$ cat src/rtl/hazard_pkg.sv
// Purpose: shared types and constants for the pipeline hazard controller.
// Latency: n/a (declarations only).
// Backpressure: n/a.
package hazard_pkg;

    typedef enum logic [1:0] {
        RUN   = 2'd0,
        MULTI = 2'd1,
        FLUSH = 2'd2
    } state_t;

    localparam logic [4:0] REG_ZERO        = 5'd0;
    localparam int         MAX_FLUSH_DEPTH = 4;

endpackage

$ cat src/rtl/hazard_stall_counter.sv
// Purpose: loadable down-counter shared by the MULTI and FLUSH states.
// Latency: load/decrement take effect on the next rising edge; flags are combinational.
// Backpressure: none; the count holds at zero instead of wrapping.
module hazard_stall_counter #(
    parameter int CNT_W = 6
) (
    input  logic             clk,
    input  logic             reset,
    input  logic             load,
    input  logic [CNT_W-1:0] load_val,
    input  logic             dec,
    output logic [CNT_W-1:0] count,
    output logic             is_one,
    output logic             is_zero
);

    // Load has priority over decrement; decrement stops at zero.
    always_ff @(posedge clk) begin
        if (reset) begin
            count <= '0;
        end else if (load) begin
            count <= load_val;
        end else if (dec && (count != '0)) begin
            count <= count - 1'b1;
        end
    end

    assign is_one  = (count == {{(CNT_W-1){1'b0}}, 1'b1});
    assign is_zero = (count == '0);

endmodule

$ cat src/rtl/pipeline_hazard_ctrl.sv
// Purpose: stall/flush sequencer for load-use, taken branch/jump and multi-cycle EX hazards.
// Latency: control outputs are combinational (same-cycle); state/counter update on the rising edge.
// Backpressure: holds PC and IF/ID for load-use and multi-cycle ops; HAZARD_PERF_CNT_EN adds perf counters.
module pipeline_hazard_ctrl
    import hazard_pkg::*;
#(
    parameter int CNT_W          = 6,
    parameter int BR_FLUSH_DEPTH = 1
) (
    input  logic             i_clk,
    input  logic             i_reset,
    input  logic [4:0]       i_id_rs,
    input  logic [4:0]       i_id_rt,
    input  logic             i_id_uses_rt,
    input  logic             i_ex_mem_read,
    input  logic [4:0]       i_ex_rt,
    input  logic             i_ex_branch_taken,
    input  logic             i_ex_jump,
    input  logic             i_id_multi,
    input  logic [CNT_W-1:0] i_id_multi_cycles,
    output logic             o_pc_write,
    output logic             o_if_id_write,
    output logic             o_if_id_flush,
    output logic             o_id_ex_bubble,
    output logic             o_busy,
    output logic [1:0]       o_state,
    output logic [31:0]      o_stall_count,
    output logic [31:0]      o_flush_count
);

    // Out-of-range depths are clamped into 1..MAX_FLUSH_DEPTH.
    localparam int FLUSH_DEPTH = (BR_FLUSH_DEPTH < 1) ? 1 :
                                 (BR_FLUSH_DEPTH > MAX_FLUSH_DEPTH) ? MAX_FLUSH_DEPTH :
                                 BR_FLUSH_DEPTH;
    localparam logic [CNT_W-1:0] FLUSH_LOAD = CNT_W'(FLUSH_DEPTH - 1);

    state_t           state, state_next;
    logic             cnt_load, cnt_dec, cnt_is_one, cnt_is_zero;
    logic [CNT_W-1:0] cnt_load_val, cnt_value;
    logic             taken, load_use, multi_long;

    assign taken      = i_ex_branch_taken | i_ex_jump;
    assign load_use   = i_ex_mem_read && (i_ex_rt != REG_ZERO) &&
                        ((i_ex_rt == i_id_rs) || (i_id_uses_rt && (i_ex_rt == i_id_rt)));
    assign multi_long = i_id_multi && (i_id_multi_cycles >= CNT_W'(2));

    hazard_stall_counter #(.CNT_W(CNT_W)) u_cnt (
        .clk      (i_clk),
        .reset    (i_reset),
        .load     (cnt_load),
        .load_val (cnt_load_val),
        .dec      (cnt_dec),
        .count    (cnt_value),
        .is_one   (cnt_is_one),
        .is_zero  (cnt_is_zero)
    );

    // State register; reset aborts any MULTI/FLUSH sequence.
    always_ff @(posedge i_clk) begin
        if (i_reset) begin
            state <= RUN;
        end else begin
            state <= state_next;
        end
    end

    // Next-state and counter control; taken beats load-use beats multi.
    always_comb begin
        state_next   = state;
        cnt_load     = 1'b0;
        cnt_load_val = '0;
        cnt_dec      = 1'b0;
        case (state)
            RUN: begin
                if (taken) begin
                    if (FLUSH_DEPTH > 1) begin
                        cnt_load     = 1'b1;
                        cnt_load_val = FLUSH_LOAD;
                        state_next   = FLUSH;
                    end
                end else if (load_use) begin
                    state_next = RUN;
                end else if (multi_long) begin
                    cnt_load     = 1'b1;
                    cnt_load_val = i_id_multi_cycles - 1'b1;
                    state_next   = MULTI;
                end
            end
            MULTI, FLUSH: begin
                cnt_dec = 1'b1;
                // Zero is unreachable in normal flow; leaving on it avoids a stuck state.
                if (cnt_is_one || cnt_is_zero) begin
                    state_next = RUN;
                end
            end
            default: state_next = RUN;
        endcase
    end

    // Mealy control outputs; reset forces a frozen, flushed front end.
    always_comb begin
        o_pc_write     = 1'b1;
        o_if_id_write  = 1'b1;
        o_if_id_flush  = 1'b0;
        o_id_ex_bubble = 1'b0;
        if (i_reset) begin
            o_pc_write     = 1'b0;
            o_if_id_write  = 1'b0;
            o_if_id_flush  = 1'b1;
            o_id_ex_bubble = 1'b1;
        end else begin
            case (state)
                RUN: begin
                    if (taken) begin
                        o_if_id_flush  = 1'b1;
                        o_id_ex_bubble = 1'b1;
                    end else if (load_use) begin
                        o_pc_write     = 1'b0;
                        o_if_id_write  = 1'b0;
                        o_id_ex_bubble = 1'b1;
                    end
                end
                MULTI: begin
                    o_pc_write     = 1'b0;
                    o_if_id_write  = 1'b0;
                    o_id_ex_bubble = 1'b1;
                end
                FLUSH: begin
                    o_if_id_flush  = 1'b1;
                    o_id_ex_bubble = 1'b1;
                end
                default: begin
                    o_pc_write     = 1'b0;
                    o_if_id_write  = 1'b0;
                    o_id_ex_bubble = 1'b1;
                end
            endcase
        end
    end

    assign o_state = i_reset ? RUN : state;
    assign o_busy  = !i_reset && (state != RUN);

`ifdef HAZARD_PERF_CNT_EN
    logic [31:0] stall_count, flush_count;

    // Stall cycles and RUN-state taken events; both wrap naturally.
    always_ff @(posedge i_clk) begin
        if (i_reset) begin
            stall_count <= 32'd0;
            flush_count <= 32'd0;
        end else begin
            if (!o_pc_write) begin
                stall_count <= stall_count + 32'd1;
            end
            if ((state == RUN) && taken) begin
                flush_count <= flush_count + 32'd1;
            end
        end
    end

    assign o_stall_count = stall_count;
    assign o_flush_count = flush_count;
`else
    assign o_stall_count = 32'd0;
    assign o_flush_count = 32'd0;
`endif

endmodule

$ cat config.mk
export PLATFORM = sky130hd
export DESIGN_NAME = pipeline_hazard_ctrl
export DESIGN_NICKNAME = d
export VERILOG_FILES = /design/src/rtl/hazard_pkg.sv /design/src/rtl/hazard_stall_counter.sv /design/src/rtl/pipeline_hazard_ctrl.sv
export SDC_FILE = /design/constraint.sdc
export NUM_CORES = 1
export LEC_CHECK = 0
export ABC_AREA = 1
export BUFFER_PORTS_ARGS = -buffer_cell sky130_fd_sc_hd__buf_4
export CORE_AREA = 2 2 100 63
export CTS_CLUSTER_DIAMETER = 100
export DETAILED_ROUTE_END_ITERATION = 6
export DIE_AREA = 0 0 102 65
export PLACE_DENSITY = 0.51
export REMOVE_ABC_BUFFERS = 1
export SLEW_MARGIN = 20
export SYNTH_ARGS = -nofsm -noshare
export SYNTH_HDL_FRONTEND = slang
export SYNTH_SLANG_ARGS = --single-unit
$ cat constraint.sdc
create_clock -name i_clk -period 1.3 [get_ports i_clk]
set_clock_uncertainty 0.05 [all_clocks]
set_input_delay 0.13 -clock i_clk [delete_from_list [all_inputs] [get_ports i_clk]]
set_output_delay 0.13 -clock i_clk [all_outputs]
set_load 0.02 [all_outputs]
==> metrics.txt <==
worst hold path type=input pin to flop; leakage=approximately 0.0010 uW; TritonCTS buffer count=3; crit path max fanout=8; register area share after synthesis=0.100; initial antenna violation count=0; RSZ-0062 raised after global routing=yes; fin. max-slew vios=0; Post-synth EDFFs=0; clk_lat worst skew=0.23 ns; P per Cell Area=approximately 730 mW/mm^2; Final Cycle Share=0.999; I/O pin count=between 90 and 100; top-count cell post-synth=buf_4; ys flop type=dfxtp_1; total grt overflow=0; GP Congestion=0.768; vias in the first global route=1,023; H-Tree Depth=1; hold_buf cts=0; Core Region=0.00584 mm^2; FP Rows=22; Area growth syn-to-layout=26.4%; startpoint type of the worst setup path=flop; post-DP HPWL=2530 um; Worst Path Arrival=between 1 and 1.5 ns; number of nets in the layout=311; syn avg cell area=6.13 um^2; first-pass GRT wire length=4420 um; First DRT Iteration DRCs=65; Routed wire per std cell=8.24 um; VDD IR max=roughly 0.24 mV; Pre-Repair DR Iteration Count=4; Total GRT Usage=0.0841; Die W=102 um; Setup Viol. Count Final=0; Ant. Diodes=0; Synth async-reset ratio=0; register area=about 140 um^2; die area=0.00663 mm^2; Multi-input gate area=940 um^2; Max clock buf depth=2; status=complete, no violations; top cells by count, synth=buf_4 (67), nand2_1 (49), inv_1 (29); Seq cells post-synth=7; synth top area cells=buf_4 (36%), nand2_1 (13%), dfxtp_1 (10%); yosys warns=0; vias per inst=about 3.5; Routed Antenna Nets=0; CTS tree=yes; Clk pin slew, worst setup/hold paths=0.04 ns; share of layout cells above drive strength 1=0.289; fmax=0.770 GHz; fill cell count=around 670; aggregate routed wire length=2980 um; Sinks on Clock Net=7; Hold Slack=0.0509 ns; root buffer cell=clkbuf_8; Synth area leader=buf_4; Yosys top cell area share=0.360; worst setup margin=0.00160 ns; # port buffers=33; element type at the critical path end=flop; synth unique cells=22; worst slack, placed=-0.146 ns; Die Ht=65 um; Setup CP Type=flop to flop; largest net degree at the start of global routing=13; Vias=1,257; max-capacitance violation count=0; critical path required time=1.36 ns; min cycle time layout=~1.3 ns; residual DRC count=0; synthesized cell area=0.00140 mm^2; final hold vios=0; Initial Util=0.239; Syn Inst Count=228
per-stage QoR:
stage                     area (um^2)  setup TNS (ns)  std cells  power, uW  utilization
after floorplan                  1120          -0.288        224        682            -
after global placement           1590           -1.35        356        901        0.272
after detailed placement         1590           -1.15        356        893        0.272
after CTS                        1680         -0.0397        361       1250        0.288
after global routing             1770          -0.511        361       1400        0.303
final                            1770               0        361       1290        0.303
cell type report:
class / count / share of cell area
clock buffers: 4 / 0.0255
inverters: 32 / 0.0751
multi-input cells: 185 / 0.532
flip-flops and latches: 7 / 0.0807
well taps: 84 / 0.0595
repair buffers: 49 / 0.227
what timing repair did:
item | in CTS | in global routing
pin swaps | 9 | 16
gates resized for setup | 18 | 25
endpoints found under the setup margin | 11 | 10
setup buffers | 1 | 0
endpoints found under the hold margin | 0 | 0
registers in the layout (all words and copies together), names as in the netlist:
name	flops
state	1
u_cnt.count	6
per-layer routing:
| metal | vias up | GRT usage | share of wire |
|---|---|---|---|
| met5 | - | 0 | 0 |
| met4 | 0 | 0.0100 | 0.0024 |
| met3 | 3 | 0.0291 | 0.062 |
| met2 | 40 | 0.114 | 0.43 |
| met1 | 551 | 0.128 | 0.50 |
| li1 | 663 | - | - |
placed cells by master (no fill, tap or decap), types with 3 or more instances in the layout:
cell type and n:
buf_4 43, conb_1 65, buf_6 3, nand2_4 3, nand3_1 8, nand4_1 8, buf_8 3, inv_2 3
nor2_1 21, clkbuf_8 3, inv_4 5, inv_1 24, ha_1 5, xor2_1 7, dfxtp_1 5, nand2_1 45
nand2_2 4
critical path, stage by stage (launching register included):
cell,delay [ns]
dfxtp_2,0.32
nor4_2,0.25
buf_4,0.17
nand2_4,0.07
nand2_8,0.09
xor2_1,0.15
a21oi_1,0.08
power by group:
group | leakage [uW] | internal, uW | switching (uW)
clock | 0.0000228 | 212 | 96.9
combinational | 0.000935 | 271 | 462
sequential | 0.0000582 | 238 | 14.5
total | 0.00102 | 721 | 574
cells by family (layout without fill, tap and decap cells):
family | Yosys count | after routing | share of synthesized area
adders and majority gates | 5 | 5 | 0.0448
buffers and inverters | 100 | 85 | 0.454
DFF | 7 | 7 | 0.100
AOI/OAI and AO/OA | 9 | 9 | 0.0322
other | 1 | 65 | 0.00268
and+or+nand+nor | 97 | 97 | 0.310
xor gates and xnor gates | 9 | 9 | 0.0564
path summary, 6_finish.rpt:
path	start	to	slack [ns]	depth (start not counted)
min reg2reg	u_cnt.count[5]	u_cnt.count[5]	0.57	4
max	u_cnt.count[5]	u_cnt.count[0]	0.002	6
max reg2reg	u_cnt.count[5]	u_cnt.count[0]	0.002	6
min	i_reset	state[0]	0.05	2
Power figures use the tool's default switching activity.
